## src/rtl/demux_pkg.sv

```systemverilog
// Shared encodings for the scanning 1-to-N demultiplexer.
// FSM state values and mode-pin meanings.
package demux_pkg;

  localparam logic [1:0] ST_IDLE   = 2'd0;
  localparam logic [1:0] ST_GAP    = 2'd1;
  localparam logic [1:0] ST_ACTIVE = 2'd2;

  localparam logic MODE_MANUAL = 1'b0;
  localparam logic MODE_SCAN   = 1'b1;

endpackage

```

## src/rtl/rr_next_sel.sv

```systemverilog
// Round-robin search: first enabled channel after start, wrapping back to start itself.
// Combinational, no backpressure; wrap flags a result numerically <= start.
module rr_next_sel #(
  parameter int N_CH  = 8,
  parameter int SEL_W = 3
) (
  input  logic [N_CH-1:0]  ch_en,
  input  logic [SEL_W-1:0] start,
  output logic [SEL_W-1:0] nxt,
  output logic             found,
  output logic             wrap
);

  int idx;

  always_comb begin
    nxt   = start;
    found = 1'b0;
    idx   = 0;
    for (int i = 1; i <= N_CH; i++) begin
      idx = (int'(start) + i) % N_CH;
      if (!found && ch_en[idx[SEL_W-1:0]]) begin
        found = 1'b1;
        nxt   = idx[SEL_W-1:0];
      end
    end
    wrap = found && (nxt <= start);
  end

endmodule

```

## src/rtl/demux_1_n_scan.sv

```systemverilog
// Registered 1-to-N_CH demux with enable mask, manual/auto-scan select, dwell and break-before-make gap.
// Data latency 1 cycle from din to y; no backpressure, unselected or masked channels read zero.
module demux_1_n_scan
  import demux_pkg::*;
#(
  parameter int N_CH    = 8,
  parameter int SEL_W   = 3,
  parameter int DATA_W  = 1,
  parameter int DWELL_W = 16,
  parameter int GAP_CYC = 1
) (
  input  logic                     clk,
  input  logic                     rst_n,
  input  logic                     mode,
  input  logic [SEL_W-1:0]         sel_in,
  input  logic                     sel_load,
  input  logic [N_CH-1:0]          ch_en,
  input  logic [DWELL_W-1:0]       dwell,
  input  logic [DATA_W-1:0]        din,
  output logic [N_CH*DATA_W-1:0]   y,
  output logic [SEL_W-1:0]         cur_sel,
  output logic                     sel_valid,
  output logic                     scan_wrap
);

  localparam int         GAP_W    = (GAP_CYC > 1) ? $clog2(GAP_CYC) : 1;
  localparam logic [1:0] ST_ENTER = (GAP_CYC == 0) ? ST_ACTIVE : ST_GAP;

  logic [1:0]         state;
  logic [GAP_W-1:0]   gap_cnt;
  logic [DWELL_W-1:0] dwell_cnt;
  logic [SEL_W-1:0]   rr_start;
  logic [SEL_W-1:0]   rr_nxt;
  logic               rr_found;
  logic               rr_wrap;
  logic               sel_in_ok;
  logic               load_ok;
  logic               cur_en;
  logic               gap_done;
  logic               dwell_done;

  // From IDLE the search starts just past the top channel so it lands on the lowest enabled one.
  assign rr_start   = (state == ST_IDLE) ? SEL_W'(N_CH - 1) : cur_sel;
  assign sel_in_ok  = int'(sel_in) < N_CH;
  assign load_ok    = (mode == MODE_MANUAL) && sel_load && sel_in_ok && ch_en[sel_in];
  assign cur_en     = ch_en[cur_sel];
  assign gap_done   = int'(gap_cnt) >= (GAP_CYC - 1);
  assign dwell_done = dwell_cnt >= dwell;
  assign sel_valid  = (state == ST_ACTIVE);

  rr_next_sel #(.N_CH(N_CH), .SEL_W(SEL_W)) u_rr (
    .ch_en (ch_en),
    .start (rr_start),
    .nxt   (rr_nxt),
    .found (rr_found),
    .wrap  (rr_wrap)
  );

  always_ff @(posedge clk or negedge rst_n) begin
    if (!rst_n) begin
      state     <= ST_IDLE;
      cur_sel   <= '0;
      gap_cnt   <= '0;
      dwell_cnt <= '0;
      scan_wrap <= 1'b0;
    end else begin
      scan_wrap <= 1'b0;
      case (state)
        ST_IDLE: begin
          if (mode == MODE_MANUAL) begin
            if (load_ok) begin
              cur_sel   <= sel_in;
              state     <= ST_ENTER;
              gap_cnt   <= '0;
              dwell_cnt <= '0;
            end
          end else if (rr_found) begin
            cur_sel   <= rr_nxt;
            state     <= ST_ENTER;
            gap_cnt   <= '0;
            dwell_cnt <= '0;
          end
        end
        ST_GAP: begin
          if (gap_done) begin
            state     <= ST_ACTIVE;
            dwell_cnt <= '0;
          end else begin
            gap_cnt <= gap_cnt + 1'b1;
          end
        end
        ST_ACTIVE: begin
          if (mode == MODE_MANUAL) begin
            // Held at zero so a later switch to scan starts a fresh dwell.
            dwell_cnt <= '0;
            if (load_ok && (sel_in != cur_sel)) begin
              cur_sel <= sel_in;
              state   <= ST_ENTER;
              gap_cnt <= '0;
            end
          end else if (dwell_done || !cur_en) begin
            if (rr_found) begin
              cur_sel   <= rr_nxt;
              state     <= ST_ENTER;
              gap_cnt   <= '0;
              dwell_cnt <= '0;
              scan_wrap <= rr_wrap;
            end else begin
              state <= ST_IDLE;
            end
          end else begin
            dwell_cnt <= dwell_cnt + 1'b1;
          end
        end
        default: state <= ST_IDLE;
      endcase
    end
  end

  always_ff @(posedge clk or negedge rst_n) begin
    if (!rst_n) begin
      y <= '0;
    end else begin
      y <= '0;
      if ((state == ST_ACTIVE) && cur_en) begin
        y[cur_sel*DATA_W +: DATA_W] <= din;
      end
    end
  end

endmodule

```

## config.mk

```make
export PLATFORM = sky130hd
export DESIGN_NAME = demux_1_n_scan
export DESIGN_NICKNAME = d
export VERILOG_FILES = /design/src/rtl/demux_pkg.sv /design/src/rtl/rr_next_sel.sv /design/src/rtl/demux_1_n_scan.sv
export SDC_FILE = /design/constraint.sdc
export NUM_CORES = 1
export LEC_CHECK = 0
export ABC_AREA = 1
export ABC_CLOCK_PERIOD_IN_PS = 7350
export BUFFER_PORTS_ARGS = -buffer_cell sky130_fd_sc_hd__clkbuf_2
export CELL_PAD_IN_SITES_DETAIL_PLACEMENT = 2
export CELL_PAD_IN_SITES_GLOBAL_PLACEMENT = 2
export CORE_MARGIN = 5
export CORE_UTILIZATION = 34
export CTS_CLUSTER_SIZE = 14
export DETAILED_ROUTE_END_ITERATION = 8
export HOLD_SLACK_MARGIN = 0.05
export PLACE_DENSITY_LB_ADDON = 0.2
export SLEW_MARGIN = 30
export SYNTH_ARGS = -nofsm -noshare
export SYNTH_HDL_FRONTEND = slang
export SYNTH_HIERARCHICAL = 1
export SYNTH_SLANG_ARGS = --single-unit
```

## constraint.sdc

```tcl
create_clock -name clk -period 7.35 [get_ports clk]
set_input_delay 1.1025 -clock clk [delete_from_list [all_inputs] [get_ports clk]]
set_output_delay 1.1025 -clock clk [all_outputs]
set_load 0.01 [all_outputs]
```

==> impl_metrics.tcl <==
set metrics [dict create \
    clock_latency_ps 300 \
    layout.area.seq_um2 751 \
    netlist_area_mm2 0.00373 \
    grt_pass1_vias 4512 \
    die_area_mm2 0.0132 \
    syn_to_final_growth_pct 10.5 \
    vias 4055 \
    max_stage_delay_ps 530 \
    p_total_mw 2.19 \
    ys_seq_area_frac 0.201 \
    ys_seq_elements 30 \
    hold_class "flop to flop" \
    start_util 0.346 \
    tightestPinTransition_ps 799 \
    async_reset_ff_frac 1.00 \
    rrSetupSlack_ps 2820 \
    rr_worst_depth 21 \
    synth.most_common_cell "nand2_1" \
    final-setup-viol-count 0 \
    criticalPathCategory "flop to flop" \
    rsz0062_at_grt "no" \
    crit_fanout 13 \
    cp_slowest_cell "inv_1" \
    hp-start "dwell_cnt[3]" \
    cts_setup_buffers 0 \
    clock-sinks 30 \
    drt-total-wl_um 12700 \
    finClkSkew_ps 6.38 \
    chipWidth_um 115 \
    htree_levels 2 \
    synthCells 624 \
    post_cts_resized 0 \
    fmax_mhz 221 \
    whs_path_depth 2 \
    ant_nets 0 \
    numCtsBuffers 5 \
    path_common_cell "inv_1" \
    drv_cap 0 \
    worstPathArrival_ps 4750 \
    core-area_mm2 0.0108 \
    yosys_warnings 6 \
    critPathRequiredTime_ps 7570 \
    synth_edf_count 0 \
    critPathLaunchType "flop" \
    n_fill_cell 1393 \
    cp.depth 21 \
    drtIter0Drc 111 \
    drive_gt1_frac 0.148 \
    worstSetupStartpoint "state[1]" \
    synth_common_cells "nand2_1, nor2_1, inv_1" \
    antenna_found_initial 0 \
    grt_max_degree 31 \
    grt_pass1_wl_um 21900 \
    holdBufCountCts 0 \
    cts-root-buf "clkbuf_8" \
    timing.rr.start "state[1]" \
    synth_area_leaders "nand2_1, dfrtp_1, ha_1" \
    place.gp.congestion 0.850 \
    period_share 0.616 \
    maxSlewHeadroom 0.467 \
    die_y_um 115 \
    grt_overflow 0 \
    cp-end-kind "flop" \
    synth.distinct_cells 35 \
    post-route-min-period_ps 4530 \
    track_usage 0.204 \
    fin_nets 724 \
    drc 0 \
    power_density_mw_per_mm2 531 \
    syn_avg_cell_area_um2 5.98 \
    path_cells "inv_1 > ha_1 > inv_1 > nand2_1 > inv_2 > ha_1 > inv_2 > nand3_1 > nand3_2 > nand2_4 > inv_6 > nand2_4 > nor2_4 > nand3_4 > nor2_4 > nand4_1 > inv_1 > nand2_1 > nor2_1 > nor2_1 > a21oi_1" \
    n_antenna_cell 0 \
    syn_nets 687 \
    run_status "finished, final reports clean" \
    synthFlopType "dfrtp_1" \
    max-clock-path-buffers 2 \
    synth.largest_area_cell "nand2_1" \
    irDropWorstVdd_uv 387 \
    fin_area_mm2 0.00412 \
    hold_viol 0 \
    multi_input_area_mm2 0.00255 \
    routedWlPerCell_um 15.8 \
    synth_top_area_share 0.216 \
    p_leak_nw 2.30 \
    io_buffers 44 \
    critPathBufInv 6 \
    clk_pin_slew_ps 70 \
    viasPerCell 5.06 \
    cp_top_family "simple AND/OR/NAND/NOR gates" \
    placed_area_mm2 0.00403 \
    finalSetupTns_ps 0 \
    rows 38 \
    maxSlewViolCount 0 \
    dpl.hpwl_um 10300 \
    cts_tree "yes" \
    firstDrtPassIters 4 \
    ios 45 \
]
## kinds of logic (layout without fill, tap and decap cells)
| group | count (synthesis) | in the layout | synth area share |
|---|---|---|---|
| xor gates and xnor gates | 14 | 14 | 0.0399 |
| adders and majority gates | 31 | 31 | 0.104 |
| buffers and inverters | 99 | 137 | 0.117 |
| AOI/OAI and AO/OA | 35 | 35 | 0.0530 |
| DFF | 30 | 30 | 0.201 |
| and+or+nand+nor | 415 | 415 | 0.485 |
## metrics by stage
step	setup slack [ps]	hold slack, ps	cells	utilization
floorplan	4030	495	624	-
global placement	3120	543	794	0.373
detailed placement	2840	587	794	0.373
CTS	2820	599	802	0.382
global route	2440	637	802	0.382
finish	2820	594	802	0.382
## state kept, by name, indices dropped and copies added, names as in the netlist
name and cells:
cur_sel 3, dwell_cnt 16, scan_wrap 1, state 2, y 8
## layout by cell type, fill, tap and decap left out, types with 4 or more instances in the layout
master and n:
nand4_1 10, nand2_1 215, inv_2 9, clkbuf_2 44, inv_4 4, dfrtp_1 30, nand3_2 8, xor2_1 10
a21oi_1 14, nor2_2 4, nor2_1 92, o21ai_0 11, inv_1 70, nand2_2 9, nor3_1 6, nand3_1 63
clkbuf_8 6, ha_1 31, o21ai_1 4
## area by class of cell
class                   instances  area share
clock buffers                   6      0.0200
multi-input cells             495       0.618
flip-flops and latches         30       0.182
well taps                     140      0.0425
inverters                      85      0.0810
clock inverters                 2     0.00303
repair buffers                 44      0.0534
## power by group
group          total [mW]  internal (mW)  switching (mW)
Sequential          0.266          0.201          0.0645
Clock               0.148         0.0753          0.0730
Combinational        1.78          0.555            1.22
## worst register-to-register path: stages (launching register included)
cell and delay, ps:
dfrtp_1 410, inv_1 110, ha_1 230, inv_1 110, nand2_1 400, inv_2 230
ha_1 440, inv_2 160, nand3_1 140, nand3_2 130, nand2_4 80, inv_6 80
nand2_4 50, nor2_4 120, nand3_4 100, nor2_4 110, nand4_1 500, inv_1 530
nand2_1 160, nor2_1 160, nor2_1 80, a21oi_1 130
## layer usage
layer	vias to the layer above	GRT usage	routed length, um	share of wire
met3	14	0.0216	289	0.023
met1	1959	0.264	5990	0.47
met4	0	0.0462	169	0.013
met2	54	0.364	6250	0.49
met5	-	0	0	0
li1	2028	-	-	-
## final timing paths
kind | end
max | dwell_cnt[13]
min | dwell_cnt[3]
max reg2reg | dwell_cnt[13]
min reg2reg | dwell_cnt[3]
max in group asynchronous | dwell_cnt[10]
min in group asynchronous | y[1]
Power figures use the tool's default switching activity.
